$ cat src/rtl/organ_pkg.sv
// organ_pkg: definitions shared by the organ autoplay logic.
//   seq_state_e    - song sequencer FSM states (3-bit encoding)
//   PITCH_W_DEF    - default pitch code width
//   DUR_W_DEF      - default duration field width (beats)
//   REST_PITCH     - pitch code meaning "rest" (tone generator disabled)
//   END_DUR        - duration code marking end of song
//   DUR_LSB        - song word layout is {pitch, dur}; dur sits in the low bits
package organ_pkg;

  typedef enum logic [2:0] {
    S_IDLE  = 3'd0,
    S_FETCH = 3'd1,
    S_WAIT  = 3'd2,
    S_PLAY  = 3'd3,
    S_END   = 3'd4
  } seq_state_e;

  localparam int unsigned PITCH_W_DEF = 6;
  localparam int unsigned DUR_W_DEF   = 3;

  localparam int unsigned REST_PITCH  = 0;
  localparam int unsigned END_DUR     = 0;

  // Pitch field starts at DUR_LSB + DUR_W.
  localparam int unsigned DUR_LSB     = 0;

endpackage

$ cat src/rtl/song_sequencer_if.sv
// song_sequencer_if: song ROM read port.
//   rom_rd   - read strobe (sequencer -> ROM)
//   rom_addr - read address (sequencer -> ROM)
//   rom_data - {pitch, dur}, valid the cycle after rom_rd (ROM -> sequencer)
// Modports: master = sequencer side, slave = ROM side.
interface song_sequencer_if
  import organ_pkg::*;
#(
  parameter int unsigned ADDR_W = 8,
  parameter int unsigned DATA_W = PITCH_W_DEF + DUR_W_DEF
);
  logic              rom_rd;
  logic [ADDR_W-1:0] rom_addr;
  logic [DATA_W-1:0] rom_data;

  modport master (output rom_rd, output rom_addr, input rom_data);
  modport slave  (input rom_rd, input rom_addr, output rom_data);
endinterface

$ cat src/rtl/song_sequencer_beat_counter.sv
// beat_counter: counts gated beat ticks within one note, 0..dur-1.
//   clk, rst_n    - clock, async active-low reset
//   clear_i       - synchronous clear to 0 (has priority)
//   enable_i      - counting allowed (sequencer playing and not paused)
//   tick_i        - beat pulse
//   dur_i         - note length in beats (>= 1 while enabled)
//   beat_idx_o    - registered beat count
//   last_beat_o   - count is on the final beat of the note
module beat_counter #(
  parameter int unsigned DUR_W = 3
) (
  input  logic             clk,
  input  logic             rst_n,
  input  logic             clear_i,
  input  logic             enable_i,
  input  logic             tick_i,
  input  logic [DUR_W-1:0] dur_i,
  output logic [DUR_W-1:0] beat_idx_o,
  output logic             last_beat_o
);

  logic [DUR_W-1:0] cnt_q, cnt_d;

  assign last_beat_o = (cnt_q == (dur_i - DUR_W'(1)));
  assign beat_idx_o  = cnt_q;

  // The final-beat tick is consumed by the sequencer leaving PLAY, which
  // asserts clear; the counter itself never steps past dur-1.
  always_comb begin
    cnt_d = cnt_q;
    if (clear_i) begin
      cnt_d = '0;
    end else if (enable_i && tick_i && !last_beat_o) begin
      cnt_d = cnt_q + DUR_W'(1);
    end
  end

  always_ff @(posedge clk or negedge rst_n) begin
    if (!rst_n) begin
      cnt_q <= '0;
    end else begin
      cnt_q <= cnt_d;
    end
  end

endmodule

$ cat src/rtl/song_sequencer.sv
// song_sequencer: organ autoplay controller. Walks a song ROM of {pitch, dur}
// words, holding each note for dur beats of beat_tick.
//   clk, rst_n  - clock, async active-low reset
//   start       - pulse, begin playback at address 0 (ignored while busy)
//   stop        - pulse, abort to IDLE (wins over start)
//   pause       - level, freeze beat counting and mute while playing
//   loop_en     - level, restart from address 0 at end of song
//   beat_tick   - pulse, one per beat
//   rom         - song ROM read port (master side)
//   pitch       - current pitch code (holds through the inter-note gap)
//   note_on     - tone generator enable
//   beat_idx    - beats elapsed in the current note
//   busy        - not IDLE
//   done        - one-cycle pulse at end of song
// All outputs are registered.
module song_sequencer
  import organ_pkg::*;
#(
  parameter int unsigned ADDR_W  = 8,
  parameter int unsigned PITCH_W = PITCH_W_DEF,
  parameter int unsigned DUR_W   = DUR_W_DEF
) (
  input  logic               clk,
  input  logic               rst_n,
  input  logic               start,
  input  logic               stop,
  input  logic               pause,
  input  logic               loop_en,
  input  logic               beat_tick,
  song_sequencer_if.master   rom,
  output logic [PITCH_W-1:0] pitch,
  output logic               note_on,
  output logic [DUR_W-1:0]   beat_idx,
  output logic               busy,
  output logic               done
);

  localparam int unsigned PITCH_LSB = DUR_LSB + DUR_W;

  seq_state_e         state_q, state_d;
  logic [ADDR_W-1:0]  addr_q, addr_d;
  logic               rd_q, rd_d;
  logic [PITCH_W-1:0] pitch_q, pitch_d;
  logic [DUR_W-1:0]   dur_q, dur_d;
  logic               note_on_q, note_on_d;
  logic               busy_q, busy_d;
  logic               done_q, done_d;

  logic [PITCH_W-1:0] word_pitch;
  logic [DUR_W-1:0]   word_dur;
  logic               last_beat;

  assign word_pitch = rom.rom_data[PITCH_LSB +: PITCH_W];
  assign word_dur   = rom.rom_data[DUR_LSB +: DUR_W];

  // Counter clears whenever the next state is not PLAY, so it reads 0 on
  // entry to every note and after stop.
  beat_counter #(
    .DUR_W (DUR_W)
  ) u_beat_counter (
    .clk         (clk),
    .rst_n       (rst_n),
    .clear_i     (state_d != S_PLAY),
    .enable_i    ((state_q == S_PLAY) && !pause),
    .tick_i      (beat_tick),
    .dur_i       (dur_q),
    .beat_idx_o  (beat_idx),
    .last_beat_o (last_beat)
  );

  always_comb begin
    state_d = state_q;
    addr_d  = addr_q;
    pitch_d = pitch_q;
    dur_d   = dur_q;

    unique case (state_q)
      S_IDLE: begin
        if (start) begin
          state_d = S_FETCH;
          addr_d  = '0;
        end
      end
      S_FETCH: begin
        state_d = S_WAIT;
      end
      S_WAIT: begin
        pitch_d = word_pitch;
        dur_d   = word_dur;
        state_d = (word_dur == DUR_W'(END_DUR)) ? S_END : S_PLAY;
      end
      S_PLAY: begin
        if (beat_tick && !pause && last_beat) begin
          if (&addr_q) begin
            state_d = S_END;
          end else begin
            addr_d  = addr_q + ADDR_W'(1);
            state_d = S_FETCH;
          end
        end
      end
      S_END: begin
        addr_d = '0;
        if (loop_en) begin
          state_d = S_FETCH;
        end else begin
          state_d = S_IDLE;
          pitch_d = '0;
        end
      end
      default: begin
        state_d = S_IDLE;
      end
    endcase

    if (stop) begin
      state_d = S_IDLE;
      addr_d  = '0;
      pitch_d = '0;
      dur_d   = '0;
    end

    // Outputs are derived from the next state so they line up with it.
    rd_d      = (state_d == S_FETCH);
    note_on_d = (state_d == S_PLAY) && !pause && (pitch_d != PITCH_W'(REST_PITCH));
    busy_d    = (state_d != S_IDLE);
    done_d    = (state_d == S_END);
  end

  always_ff @(posedge clk or negedge rst_n) begin
    if (!rst_n) begin
      state_q   <= S_IDLE;
      addr_q    <= '0;
      rd_q      <= 1'b0;
      pitch_q   <= '0;
      dur_q     <= '0;
      note_on_q <= 1'b0;
      busy_q    <= 1'b0;
      done_q    <= 1'b0;
    end else begin
      state_q   <= state_d;
      addr_q    <= addr_d;
      rd_q      <= rd_d;
      pitch_q   <= pitch_d;
      dur_q     <= dur_d;
      note_on_q <= note_on_d;
      busy_q    <= busy_d;
      done_q    <= done_d;
    end
  end

  assign rom.rom_rd   = rd_q;
  assign rom.rom_addr = addr_q;
  assign pitch        = pitch_q;
  assign note_on      = note_on_q;
  assign busy         = busy_q;
  assign done         = done_q;

endmodule

$ cat src/flat_wrapper.sv
// flat-port wrapper written by rule: the top's interface ports become plain ports
module song_sequencer_flat import organ_pkg::*;
#(
  parameter int unsigned ADDR_W  = 8,
  parameter int unsigned PITCH_W = PITCH_W_DEF,
  parameter int unsigned DUR_W   = DUR_W_DEF
)
  (clk, rst_n, start, stop, pause, loop_en, beat_tick, pitch, note_on, beat_idx, busy, done, rom_rom_rd, rom_rom_addr, rom_rom_data);
  song_sequencer_if #(.ADDR_W(ADDR_W), .DATA_W((6)+(3))) rom_i ();
  input  logic clk;
  input  logic rst_n;
  input  logic start;
  input  logic stop;
  input  logic pause;
  input  logic loop_en;
  input  logic beat_tick;
  output logic [PITCH_W-1:0] pitch;
  output logic note_on;
  output logic [DUR_W-1:0] beat_idx;
  output logic busy;
  output logic done;
  output wire logic [$bits(rom_i.rom_rd)-1:0] rom_rom_rd;
  output wire logic [$bits(rom_i.rom_addr)-1:0] rom_rom_addr;
  input wire logic [$bits(rom_i.rom_data)-1:0] rom_rom_data;
  assign rom_rom_rd = rom_i.rom_rd;
  assign rom_rom_addr = rom_i.rom_addr;
  assign rom_i.rom_data = rom_rom_data;
  song_sequencer #(.ADDR_W(ADDR_W), .PITCH_W(PITCH_W), .DUR_W(DUR_W)) u_core (.clk(clk), .rst_n(rst_n), .start(start), .stop(stop), .pause(pause), .loop_en(loop_en), .beat_tick(beat_tick), .rom(rom_i), .pitch(pitch), .note_on(note_on), .beat_idx(beat_idx), .busy(busy), .done(done));
endmodule
$ cat config.mk
export PLATFORM = sky130hd
export DESIGN_NAME = song_sequencer_flat
export DESIGN_NICKNAME = d
export VERILOG_FILES = /design/src/rtl/organ_pkg.sv /design/src/rtl/song_sequencer_if.sv /design/src/rtl/song_sequencer_beat_counter.sv /design/src/rtl/song_sequencer.sv /design/src/flat_wrapper.sv
export SDC_FILE = /design/constraint.sdc
export NUM_CORES = 1
export LEC_CHECK = 0
export CELL_PAD_IN_SITES_DETAIL_PLACEMENT = 0
export CELL_PAD_IN_SITES_GLOBAL_PLACEMENT = 2
export CORE_MARGIN = 2
export CORE_UTILIZATION = 28
export CTS_BUF_LIST = sky130_fd_sc_hd__clkbuf_4
export CTS_CLUSTER_SIZE = 16
export DETAILED_ROUTE_END_ITERATION = 8
export PLACE_DENSITY = 0.78
export SLEW_MARGIN = 20
export SYNTH_ARGS = -nofsm -noshare
export SYNTH_HDL_FRONTEND = slang
export SYNTH_HIERARCHICAL = 1
export SYNTH_SLANG_ARGS = --single-unit
export TNS_END_PERCENT = 1
$ cat constraint.sdc
create_clock -name clk -period 2.2 [get_ports clk]
set_input_delay 0.44 -clock clk [delete_from_list [all_inputs] [get_ports clk]]
set_output_delay 0.44 -clock clk [all_outputs]
set_load 0.05 [all_outputs]
==> impl_metrics.py <==
metrics = {
    "logic_synthesis": {
        "synth_edf_count": 0,
        "ys_seq_area_share_pct": 44.8,
        "async_flop_share_pct": 100,
        "synth_area_um2": 1510,
        "ys_warn_count": 6,
        "synth_ff_type": "dfrtp_1",
        "synthCells": 148,
        "synth-seq-cells": 27,
        "syn_area_per_cell_um2": 10.2,
        "ys_types": 49,
        "synth_fp_nets": 167,
    },
    "min_path": {
        "min_path_type": "input port to async pin",
    },
    "cells_and_area": {
        "antenna_cells": 0,
        "regArea_um2": 679,
        "syn2layout_area_growth_pct": 45.9,
        "final_net_count": 226,
        "fillers": 531,
        "final_common_cell": "clkdlybuf4s50_1",
        "drive_gt1_share_pct": 23.3,
        "stdcell_count": 276,
        "layout_common_cells": "clkdlybuf4s50_1, dfrtp_1, buf_4, nor2_1, nand2_1",
        "multiInputGateArea_um2": 847,
        "final_core_util_pct": 42.8,
    },
    "global_route": {
        "global_route.usage.met3_pct": 1.74,
        "grt_pass1_vias": 1399,
        "overflow": 0,
        "antenna_found_initial": 0,
        "grt_use_met1_pct": 17.9,
        "grt_pass1_wl_um": 6430,
        "grt_usage_pct": 13.0,
        "grt_use_met2_pct": 22.0,
        "grt_start_max_net_pins": 28,
        "grt-busiest-layer": "met2",
    },
    "detailed_routing": {
        "drtIter0Drc": 70,
        "firstDrtPassIters": 4,
        "routedWlPerCell_um": 14.1,
        "postRouteAntennaNets": 0,
        "vias": 1388,
        "post_drt_via_cell_ratio": 5.03,
        "route.detailed.drc": 0,
        "routed_wl_um": 3900,
    },
    "worst_setup_path": {
        "cp_data_arrival_time_ns": 2.41,
        "timing.rr.end": "u_core/u_beat_counter/beat_idx_o[0]",
        "required_ns": 2.43,
        "path_cells": "inv_2, ha_4, xor2_2, and3_4, nand3b_1, nor3_2, a2bb2oi_2, nand2b_4, nor2b_1, mux2_4",
        "critPathKind": "flop to flop",
        "r2r_start": "u_core/dur_q[0]",
        "r2r_slack_ns": 0.02,
        "crit_fanout": 4,
        "cp-end-kind": "flop",
        "r2r_cells": 10,
        "startpoint_type": "flop",
        "cpMaxStageDelayCell": "dfrtp_1",
        "max_stage_delay_ns": 0.39,
    },
    "floorplan": {
        "core.rowCount": 26,
        "io_pins": 37,
        "die-area_um2": 5990,
        "fp.dieH_um": 77.4,
        "coreArea_um2": 5140,
        "initial_core_util_pct": 29.3,
        "die_w_um": 77.4,
    },
    "power_and_ir_drop": {
        "pwr_density_cell_nw_per_um2": 470,
        "p_leak_uw": 0.000950,
        "vdd_drop_max_mv": 0.201,
    },
    "cts": {
        "clk_pin_slew_ns": 0.14,
        "htree_num_levels": 1,
        "clock_path_buffers": 2,
        "cts_made_buffers": 3,
        "cts_sinks": 27,
        "cts_root_buffer": "clkbuf_4",
        "clk_latency_ns": 0.32,
        "cts_tree": "built",
        "cts_hold_buffers": 0,
    },
    "place": {
        "portBuffers": 36,
        "dp_hpwl_um": 3010,
        "dp.cells": 270,
        "routabilityCongestion": 0.864,
    },
    "timing": {
        "fin_crit_sh_pct": 99.1,
        "setup_viol_count_final": 0,
        "holdWs_ns": 0.465,
        "fin_skew_ns": 0.00401,
        "max_freq_mhz": 459,
        "rsz0062_at_grt": "true",
        "slew_headroom_pct": 64.5,
        "min_period_ns": 2.18,
        "worstMarginPinSlew_ns": 0.532,
        "finalMaxSlewViolations": 0,
        "hold_viol_final": 0,
    },
    "run": {
        "drv_cap": 0,
    },
    "outcome": {
        "status": "complete, no violations",
    },
}
==> worst max-delay path: cells and delay by family, from the launching register on <==
kind,cells,cell delay (ns)
buffers and inverters,1,0.05
multiplexers,1,0.26
adder cells (fa/ha/maj),1,0.26
flip-flops,1,0.39
AND/OR/NAND/NOR,5,0.75
AO/OA/AOI/OAI,1,0.19
XOR/XNOR,1,0.16
==> kinds of logic (layout without fill, tap and decap cells) <==
group	count (synthesis)	count (layout)	share of synthesized area [%]
AOI/OAI and AO/OA	38	38	18.9
xor gates and xnor gates	5	5	3.82
adders and majority gates	3	3	2.49
buffers and inverters	11	69	3.15
DFF	27	27	44.8
muxes	5	5	3.49
and+or+nand+nor	59	59	23.3
==> how the worst max path moves through the flow <==
stage / start / end
2_1_floorplan: u_core/dur_q[0] / u_core/u_beat_counter/beat_idx_o[2]
3_3_place_gp: rom_rom_data[0] / u_core/u_beat_counter/beat_idx_o[0]
3_5_place_dp: u_core/dur_q[0] / u_core/u_beat_counter/beat_idx_o[0]
4_1_cts: u_core/dur_q[1] / u_core/u_beat_counter/beat_idx_o[2]
5_1_grt: u_core/dur_q[0] / u_core/u_beat_counter/beat_idx_o[0]
6_report: u_core/dur_q[0] / u_core/u_beat_counter/beat_idx_o[0]
==> layout make-up <==
cell class                 count  share of cell area, %
tap                           70                   3.98
timing repair buffer          59                   24.2
multi-input combinational    110                   38.5
sequential                    27                   30.9
clock buffer                   4                   1.37
inverter                       6                   1.02
==> per-stage QoR <==
step | TNS (ns) | total power, uW | cell area [um2] | worst slack [ns]
finish | 0 | 1030 | 2200 | 0.0198
global route | -0.171 | 1090 | 2200 | -0.0698
CTS | 0 | 1050 | 2170 | 0.0101
detailed placement | -0.116 | 810 | 2130 | -0.0613
global placement | 0 | 806 | 2130 | 0.00473
floorplan | -0.00700 | 687 | 1550 | -0.00700
==> sequential cells by signal (all words and copies together) (netlist names) <==
register	count
u_core/u_beat_counter/beat_idx_o	3
u_core/state_q	3
u_core/rom.rom_rd	1
u_core/rom.rom_addr	8
u_core/note_on	1
u_core/done	1
u_core/dur_q	3
u_core/busy	1
u_core/pitch	6
==> report_power, final <==
group | internal, uW | leakage (uW) | switching (uW)
combinational | 130 | 0.000564 | 136
clock | 83.3 | 0.0000184 | 143
sequential | 515 | 0.000367 | 27.0
total | 727 | 0.000950 | 306
==> synthesized netlist by cell type (2+ instances only) <==
library cell,n,area [um2]
a21boi_0,2,15.0
a21o_1,2,15.0
a21oi_1,7,35.0
a22o_1,7,61.3
and3_1,2,12.5
and3b_1,2,17.5
buf_2,2,10.0
clkbuf_1,2,7.51
dfrtp_1,27,676
ha_1,3,37.5
inv_1,6,22.5
mux2i_1,3,30.0
nand2_1,9,33.8
nand2b_1,4,25.0
nand3_1,8,40.0
nand3b_1,4,30.0
nor2_1,9,33.8
nor2b_1,2,12.5
nor3_1,4,20.0
nor4_1,2,12.5
o211ai_1,3,22.5
o21ai_0,4,20.0
o31ai_1,2,15.0
o41ai_1,2,17.5
or4_1,4,30.0
xor2_1,3,26.3
==> timing repair <==
| action | 4_1_cts | 5_1_grt |
|---|---|---|
| buffers inserted | 0 | 2 |
| pin swaps | 4 | 7 |
| gates cloned | 0 | 0 |
| setup endpoints to repair | 4 | 9 |
| gates resized for setup | 4 | 3 |
==> routing by layer <==
metal	up-vias	routed length, um
met5	-	0
met1	686	1840
met2	30	1900
li1	670	-
met4	0	21
met3	2	141
Power figures use the tool's default switching activity.
